<file path="config.mk">
export PLATFORM = sky130hd
export DESIGN_NAME = alu_status_stage
export DESIGN_NICKNAME = d
export VERILOG_FILES = /design/src/rtl/alu_pkg.sv /design/src/rtl/alu_flags_gen.sv /design/src/rtl/alu_status_stage.sv
export SDC_FILE = /design/constraint.sdc
export NUM_CORES = 1
export LEC_CHECK = 0
export CAP_MARGIN = 30
export CELL_PAD_IN_SITES_DETAIL_PLACEMENT = 0
export CELL_PAD_IN_SITES_GLOBAL_PLACEMENT = 1
export CORE_UTILIZATION = 30
export CTS_CLUSTER_SIZE = 8
export DETAILED_ROUTE_END_ITERATION = 7
export GPL_ROUTABILITY_DRIVEN = 0
export PLACE_DENSITY_LB_ADDON = 0.1
export SLEW_MARGIN = 10
export SYNTH_ARGS = -nofsm -noshare
export SYNTH_HDL_FRONTEND = slang
export SYNTH_HIERARCHICAL = 1
export SYNTH_SLANG_ARGS = --single-unit
export TNS_END_PERCENT = 50
</file>
<file path="constraint.sdc">
create_clock -name clk -period 1.88 [get_ports clk]
set_input_delay 0.47 -clock clk [delete_from_list [all_inputs] [get_ports clk]]
set_output_delay 0.47 -clock clk [all_outputs]
set_load 0.02 [all_outputs]
</file>
<file path="src/rtl/alu_pkg.sv">
// Shared types and constants for the ALU status stage: flag bundle, skid-buffer
// state encoding and ALU operation codes.
package alu_pkg;

    typedef struct packed {
        logic n;
        logic z;
        logic c;
        logic v;
    } alu_flags_t;

    typedef enum logic [1:0] {
        BUF_EMPTY = 2'd0,
        BUF_ONE   = 2'd1,
        BUF_FULL  = 2'd2
    } buf_state_t;

    localparam logic ALU_OP_ADD = 1'b0;
    localparam logic ALU_OP_SUB = 1'b1;

endpackage

</file>
<file path="src/rtl/alu_flags_gen.sv">
// Combinational N/Z/C/V derivation from an ALU result and its operands.
// V is only computed when ALU_STATUS_OVERFLOW_EN is defined; otherwise it is 0.
module alu_flags_gen
    import alu_pkg::*;
#(
    parameter int bits = 32
) (
    input  logic [bits-1:0] a_i,
    input  logic [bits-1:0] b_i,
    input  logic [bits-1:0] y_i,
    input  logic            y_cb_i,
    input  logic            s_i,
    output logic            n_o,
    output logic            z_o,
    output logic            c_o,
    output logic            v_o
);

    assign n_o = y_i[bits-1];
    assign z_o = (y_i == '0);
    assign c_o = y_cb_i;

`ifdef ALU_STATUS_OVERFLOW_EN
    // Signed overflow: result sign disagrees with A when the effective operand
    // signs agree (B is negated for subtract, hence the inverted comparison).
    always_comb begin
        v_o = 1'b0;
        if (s_i == ALU_OP_SUB) begin
            v_o = (a_i[bits-1] != b_i[bits-1]) && (y_i[bits-1] != a_i[bits-1]);
        end else if (s_i == ALU_OP_ADD) begin
            v_o = (a_i[bits-1] == b_i[bits-1]) && (y_i[bits-1] != a_i[bits-1]);
        end
    end
`else
    logic unused_ops;
    assign unused_ops = ^{a_i, b_i, s_i};
    assign v_o        = 1'b0;
`endif

endmodule

</file>
<file path="src/rtl/alu_status_stage.sv">
// Registered ALU status stage: flags derived at push time, 2-entry FIFO skid
// buffer toward the consumer, saturating carry/borrow counter.
// Optional overflow flag enabled by defining ALU_STATUS_OVERFLOW_EN.
module alu_status_stage
    import alu_pkg::*;
#(
    parameter int bits  = 32,
    parameter int CNT_W = 16
) (
    input  logic             clk,
    input  logic             rst,
    input  logic             in_valid,
    output logic             in_ready,
    input  logic [bits-1:0]  A,
    input  logic [bits-1:0]  B,
    input  logic             S,
    input  logic [bits-1:0]  Y,
    input  logic             Y_CB,
    output logic             out_valid,
    input  logic             out_ready,
    output logic [bits-1:0]  R,
    output logic             N,
    output logic             Z,
    output logic             C,
    output logic             V,
    input  logic             cnt_clr,
    output logic [CNT_W-1:0] cb_count
);

    typedef struct packed {
        logic [bits-1:0] r;
        alu_flags_t      f;
    } entry_t;

    localparam logic [CNT_W-1:0] CNT_MAX = '1;

    buf_state_t       state_q;
    entry_t           head_q;
    entry_t           tail_q;
    entry_t           in_entry;
    logic [CNT_W-1:0] cb_count_q;
    logic [CNT_W-1:0] cb_count_d;
    logic             push;
    logic             pop;

    alu_flags_gen #(.bits(bits)) u_flags (
        .a_i    (A),
        .b_i    (B),
        .y_i    (Y),
        .y_cb_i (Y_CB),
        .s_i    (S),
        .n_o    (in_entry.f.n),
        .z_o    (in_entry.f.z),
        .c_o    (in_entry.f.c),
        .v_o    (in_entry.f.v)
    );
    assign in_entry.r = Y;

    assign in_ready  = (state_q != BUF_FULL);
    assign out_valid = (state_q != BUF_EMPTY);
    assign push      = in_valid && in_ready;
    assign pop       = out_valid && out_ready;

    // The head register always feeds the outputs; the tail only holds the
    // second entry while FULL and shifts forward on the pop that leaves FULL.
    always_ff @(posedge clk) begin
        if (rst) begin
            state_q <= BUF_EMPTY;
            head_q  <= '0;
            tail_q  <= '0;
        end else begin
            case (state_q)
                BUF_EMPTY: begin
                    if (push) begin
                        head_q  <= in_entry;
                        state_q <= BUF_ONE;
                    end
                end
                BUF_ONE: begin
                    if (push && pop) begin
                        head_q <= in_entry;
                    end else if (push) begin
                        tail_q  <= in_entry;
                        state_q <= BUF_FULL;
                    end else if (pop) begin
                        state_q <= BUF_EMPTY;
                    end
                end
                BUF_FULL: begin
                    if (pop) begin
                        head_q  <= tail_q;
                        state_q <= BUF_ONE;
                    end
                end
                default: state_q <= BUF_EMPTY;
            endcase
        end
    end

    always_comb begin
        cb_count_d = cb_count_q;
        if (cnt_clr) begin
            cb_count_d = '0;
        end else if (push && in_entry.f.c && (cb_count_q != CNT_MAX)) begin
            cb_count_d = cb_count_q + CNT_W'(1);
        end
    end

    always_ff @(posedge clk) begin
        if (rst) begin
            cb_count_q <= '0;
        end else begin
            cb_count_q <= cb_count_d;
        end
    end

    assign R        = head_q.r;
    assign N        = head_q.f.n;
    assign Z        = head_q.f.z;
    assign C        = head_q.f.c;
    assign V        = head_q.f.v;
    assign cb_count = cb_count_q;

endmodule

</file>
---- After elaboration in Yosys (flattened, before gate mapping) ----
Index checks and enable logic that the tools add are counted.
storage, ports and cells
  register bits ........................... 89
  input port bits ......................... 103
  output and inout bits ................... 54
cells by class
  $add $sub $neg .......................... 1
  equal/unequal tests ..................... 9
  muxes and demuxes ....................... 10
  bitwise operators ....................... 1
  reduce and logical (&&, ||, !) cells .... 13
operators with widths
  operator                                       number
  two-way mux 36 bit                             3
  one-hot mux 36 bit (3 select lines)            1
  zero test 32 bit                               1
  adder 16 x 1 -> 16 bit, second input constant  1
  inequality test 16 bit, second input constant  1
  two-way mux 2 bit                              5
  inequality test 2 bit, second input constant   5
  AND reduction 4 bit                            2
  one-hot mux 2 bit (3 select lines)             1
  logical AND 1 bit                              5
  inequality test 3 bit, second input constant   1
  AND reduction 3 bit                            1
  nonzero test 3 bit                             1
  == test 2 x 1 -> 1 bit, second input constant  1
  == test 2 bit, second input constant           1
  zero test 2 bit                                1
  nonzero test 2 bit                             1
  OR reduction 2 bit                             1
  NOT 1 bit                                      1

---- Longest topological paths before layout ----
Gate-level depths: netlist of the first run.
  word-level depth ........................ 6
  mapped depth ............................ 7
  mapped depth without buffers ............ 5

---- Modules after synthesis ----
The synthesis of the first run kept the hierarchy.
by module, submodules not included
  module            times used  cells an instance  area each (µm²)  sequential area each (µm²)
  alu_status_stage  1           477                3749.8           1801.7
  alu_flags_gen     1           15                 98.8             0.0

---- Worst setup path before layout of the first run ----
OpenSTA, ideal clock, no wires.
  path kind ............................... reg-to-reg
  start point ............................. register cb_count_q[0], in the netlist cb_count[0]
  end point ............................... register cb_count_q[14], in the netlist cb_count[14]
  library setup time ...................... 0.070 ns
  arrival time ............................ 1.807 ns
  data required time ...................... 1.810 ns
  path slack .............................. 0.002 ns
  cell stages (with the launch flop) ...... 6
  buffers on the path ..................... 0
  period minus slack after synthesis ...... 1.878 ns
  path through ............................ dfxtp_1 > ha_1 > nand3_1 > or3_4 > or4_1 > a21oi_1
between the ends
  cells in the longest elaborated chain, start to end .. 2
  elaborated cells on any way between the ends .. 3
  classes of those cells .................. 1 x add/sub; 1 x eq/ne; 1 x reduce/logical
ends and longest elaborated chain
  element                                                                         RTL line                 RTL
  start: declaration                                                              alu_status_stage.sv:41   logic [CNT_W-1:0] cb_count_q;
  start signal: assignment                                                        alu_status_stage.sv:113  cb_count_q <= cb_count_d;
  parallel branches: the longest is 2 deep, another holds adder 16 x 1 -> 16 bit  --
Several ways; the timed one is not identified.
A chain may end at the register's enable or synchronous reset.

---- Worst setup path in the final report of the first run ----
  start point ............................. input port Y_CB
  end point ............................... register cb_count_q[9], in the netlist cb_count[9]
between the ends
  cells in the longest elaborated chain, start to end .. 2
ends and longest elaborated chain
  element                          RTL line                 RTL
  start: declaration               alu_status_stage.sv:18   input logic Y_CB,
  logical AND 1 bit (2 in series)  alu_status_stage.sv:104  end else if (push && in_entry.f.c && (cb_count_q != CNT_MAX)) begin
Every way passes these cells.

==> out/summary.md, run 1 <==
The run finished with clean final reports. Once detail routing completed, the nets flagged for antenna violations numbered 0. The portion of netlist area occupied by mux cells came out at 0.260%.

The worst setup path category is in2reg. The run gives 793 as the final standard cell count with taps included and fillers excluded. After filler insertion, the fill cell instance count of the layout stands at 1,275. The via count of the first global-routing pass was 3,674.

Hold timing on the final database bottoms out at a slack of 0.454 ns. 157 I/O pins were placed. In this run the deepest clock path goes through 2 buffers. For the final database, setup skew stands at 0.00314 ns. The tree is rooted in a clkbuf_16. Traced cell by cell, the critical path runs through clkdlybuf4s50_1, and2_4, nand4_1, buf_4, or4_1, a21oi_1.

The H-tree was split into 3 levels. The number of endpoints failing setup at the final stage is 0. The run gives 7790 um as the estimated wirelength of the detail-placed design.

Largest net degree at the start of global routing: 54. Net switching is 25.9% of the power. The final period utilization works out to 97.4%. For this run, asynchronously set or reset flops after synthesis account for 0%.

The tools report the post-layout net count as 723. After Yosys synthesis, and, or, nand and nor cells account for 29.2% of the synthesized area. The die outline area was 13,300 um^2; the power density over cell area was 798 nW/um^2. Sequential cells account for 45.8% of the total power. For this configuration, the core starts out at a cell density of 30.6%. For the clock share of power, the log shows 36.9%. Core region area: 12,600 um^2.

Relative to the synthesized area, the layout overhead comes to 46.9%. The first global-routing pass estimated 18,500 um of wire. The tools report the final routed wirelength across all metal layers as 11,500 um.

Cell depth of the worst setup path: 6. Counting flops and latches in the post-synthesis netlist gives 90. The smallest setup slack after layout is 0.0490 ns, and the largest fanout on the critical path is 12.

The clock latency of the later-clocked register in the worst-skew pair is 0.34 ns, and the maximum clock frequency is 546 MHz. The tools report the count of final max-slew check failures as 0. TritonCTS built the clock tree. After detailed routing, the average wire length per cell comes to 14.5 um.

In this run, placement finished with an instance count of 779. Summing over every cut layer, the via total after detailed routing is 3,943. The number of design rule violations left after detail routing was 0; the number of optimization iterations in the first detailed-route pass was 5. The tool flagged a number of max-cap violations equal to 0. The sequential fraction of the synthesis area came out at 46.8%. The tools report the total of hold buffers inserted after clock tree synthesis as 0. In this run the horizontal extent of the chip is 115 um. The synthesized netlist devotes 0.325% of its cell area to adder and majority cells. The synthesized netlist devotes 18.7% of its cell area to compound gates. VDD sags by at most 0.380 mV. The number of buffers created by CTS was 9; the number of buffer and inverter stages on the critical path was 2.

The clock transition at the register clock pins on the worst setup and hold paths after CTS was 0.06 ns. The library cell contributing the largest single delay on the critical path was clkdlybuf4s50_1. The storage element area was 1800 um^2; the number of enable-type register cells in the synthesized netlist was 0. Of the total synthesized cell area, the portion taken by XOR and XNOR cells is 0%. The fraction of layout cells with a size suffix above 1 is 14.8%. Setup repair after global routing could not meet its margin everywhere.

Headroom to the max-slew limit came out at 59.4%. For this design the total switching power over the nets is 1.17 mW. At the pin with the least slew margin, the transition time is 0.609 ns. The worst path needs 1.83 ns of the cycle, external delays included. The via count normalized by instance count came out at 4.97. In the global route stage, overall resource usage came out at 18.1%. Measured along the y axis, the die boundary spans 115 um. The longest individual stage delay on the worst path is 0.54 ns. Family with the most delay on the worst path: simple AND/OR/NAND/NOR gates. The number of different library cells in the post-synthesis netlist is 39, and the logic depth of the worst register-to-register path is 5. After synthesis, the largest family of logic cells by area is simple AND/OR/NAND/NOR gates. At the worst endpoint, the required time is 2.15 ns. Prior to clock tree synthesis, the placed netlist has a worst setup slack of -0.541 ns. At the worst endpoint, the arrival time is 2.10 ns. The tools report the initial antenna violation count as 0. Combinational logic is responsible for 17.3% of the overall power.

The footprint of the multi-input gates was 1930 um^2; the mean cell area of the mapped netlist was 7.82 um^2. The tools report the number of sinks driven by the clock tree as 90. The worst setup path is launched from a primary input.

The synthesized instance count is 492, and the final hold violation count is 0. The path class of the tightest hold or removal check is reg2reg. Number of DRC markers in iteration 0: 166. The tools report the endpoint type of the worst setup path as a flip-flop. Internal power comes to 3.35 mW.

The run gives 0 as the leftover overflow at the end of global routing. The leakage component of the power is 2.17 nW. The number of nets handed over by synthesis was 596.

The repair_antennas step left the layout with diodes totalling 0. The number of cells on the worst hold path came out at 2. The total number of yosys warnings is 6, and the summed instance area of the synthesized netlist is 3850 um^2. Among all flip-flop cells after synthesis, the most frequent one is dfxtp_1. The tools report the number of core rows as 41. Input and output buffers added on the ports amount to 91.
path summary, 6_finish.rpt:
kind,startpoint,end,slack (ns)
worst max-delay path,Y_CB,cb_count[9]$_SDFFE_PP0P_,0.05
worst min-delay path,tail_q[12]$_SDFFE_PP0P_,tail_q[12]$_SDFFE_PP0P_,0.45
worst max register to register,cb_count[0]$_SDFFE_PP0P_,cb_count[6]$_SDFFE_PP0P_,0.11
worst min register to register,tail_q[12]$_SDFFE_PP0P_,tail_q[12]$_SDFFE_PP0P_,0.45
power by group through the flow:
stage / combinational, mW / sequential [mW] / clock (mW)
after global routing: 0.851 / 2.08 / 1.80
after global placement: 0.777 / 2.11 / 0
final: 0.781 / 2.07 / 1.67
after CTS: 0.786 / 2.07 / 1.72
after detailed placement: 0.784 / 2.11 / 0
after floorplan: 0.249 / 2.20 / 0
kinds of logic (layout without fill, tap and decap cells):
kind of cell | count (synthesis) | count (layout)
other | 1 | 1
AND/OR/NAND/NOR | 252 | 252
multiplexers | 1 | 1
AO/OA/AOI/OAI | 107 | 107
flip-flops | 90 | 90
adder cells (fa/ha/maj) | 1 | 1
buffers and inverters | 40 | 169
cell usage in the layout (no fill, tap or decap), types with 2 or more instances in the layout:
cell	netlist	layout
or3_1	3	3
buf_12	0	5
o21ai_0	5	5
clkbuf_16	0	9
clkdlybuf4s50_1	0	71
dlymetal6s2s_1	0	5
nand2_1	151	151
clkbuf_1	22	2
dlygate4sd2_1	0	13
dfxtp_1	90	89
or4_1	8	8
nand4_1	10	10
buf_4	4	59
nor4_2	2	4
nand3_1	6	6
nor2_1	45	44
clkbuf_8	0	2
nor4_1	8	5
a21oi_1	51	50
or2_2	2	2
and3_1	2	2
o31ai_1	8	8
a311oi_1	36	36
and4_1	5	5
synthesized netlist by cell type, types with 2 or more instances:
cell type / instances / share of area [%]
or4_1: 8 / 1.6
buf_1: 3 / 0.29
clkbuf_1: 22 / 2.1
dfxtp_1: 90 / 47
and3_1: 2 / 0.33
nor2_1: 45 / 4.4
nand3_1: 6 / 0.78
nor2b_1: 2 / 0.33
and4_1: 5 / 1.1
o31ai_1: 8 / 1.6
a311oi_1: 36 / 8.2
buf_2: 10 / 1.3
nand4_1: 10 / 1.6
buf_4: 4 / 0.78
or3_1: 3 / 0.49
and2_1: 2 / 0.33
nor4_1: 8 / 1.3
nor4_2: 2 / 0.65
nand2_1: 151 / 15
o21ai_0: 5 / 0.65
a21oi_1: 51 / 6.6
or2_2: 2 / 0.33
state kept, by name (all words and copies together) (netlist names):
name,count
R,32
state_q,2
Z,1
N,1
V,1
cb_count,16
tail_q,36
C,1
worst min-delay path, stage by stage, from the launching register on:
cell and delay (ns):
dfxtp_1 0.31, nand2_1 0.05, a21oi_1 0.05
through the flow:
| step | area (um^2) | total power, mW | util (%) | TNS, ns |
|---|---|---|---|---|
| after floorplan | 3850 | 2.45 | - | 0 |
| after CTS | 5610 | 4.57 | 44.6 | -0.0220 |
| after global placement | 5350 | 2.88 | 42.6 | -17.60 |
| after global routing | 5660 | 4.73 | 45.0 | -0.00872 |
| after detailed placement | 5350 | 2.89 | 42.6 | -21.53 |
| final | 5660 | 4.51 | 45.0 | 0 |
what timing repair did:
| action | CTS | global route |
|---|---|---|
| setup buffers | 0 | 1 |
| gates resized for setup | 18 | 11 |
| setup endpoints to repair | 17 | 11 |
| pin swaps | 0 | 1 |
area by class of cell:
type | count | share of cell area (%)
multi-input combinational | 362 | 34.1
sequential | 90 | 31.9
timing repair buffer | 155 | 25.6
clock buffer | 13 | 4.60
tap | 172 | 3.81
inverter | 1 | 0.0664
routing by layer:
layer,global-route usage (%),vias to the layer above,share of wire (%)
met4,7.01,0,1.6
met5,0,-,0
li1,-,1992,-
met2,30.1,81,47
met1,23.7,1858,48
met3,2.69,12,3.5
Power figures use the tool's default switching activity.
==> inputs of run 2 (changes only) <==
--- a/config.mk
+++ b/config.mk
@@ -12,6 +12,7 @@
 export CTS_CLUSTER_SIZE = 8
 export DETAILED_ROUTE_END_ITERATION = 7
 export GPL_ROUTABILITY_DRIVEN = 0
+export GPL_TIMING_DRIVEN = 1
 export PLACE_DENSITY_LB_ADDON = 0.1
 export SLEW_MARGIN = 10
 export SYNTH_ARGS = -nofsm -noshare
==> results of run 2 <==
No change in the layout: final DEF, timing and power equal those of run 1.
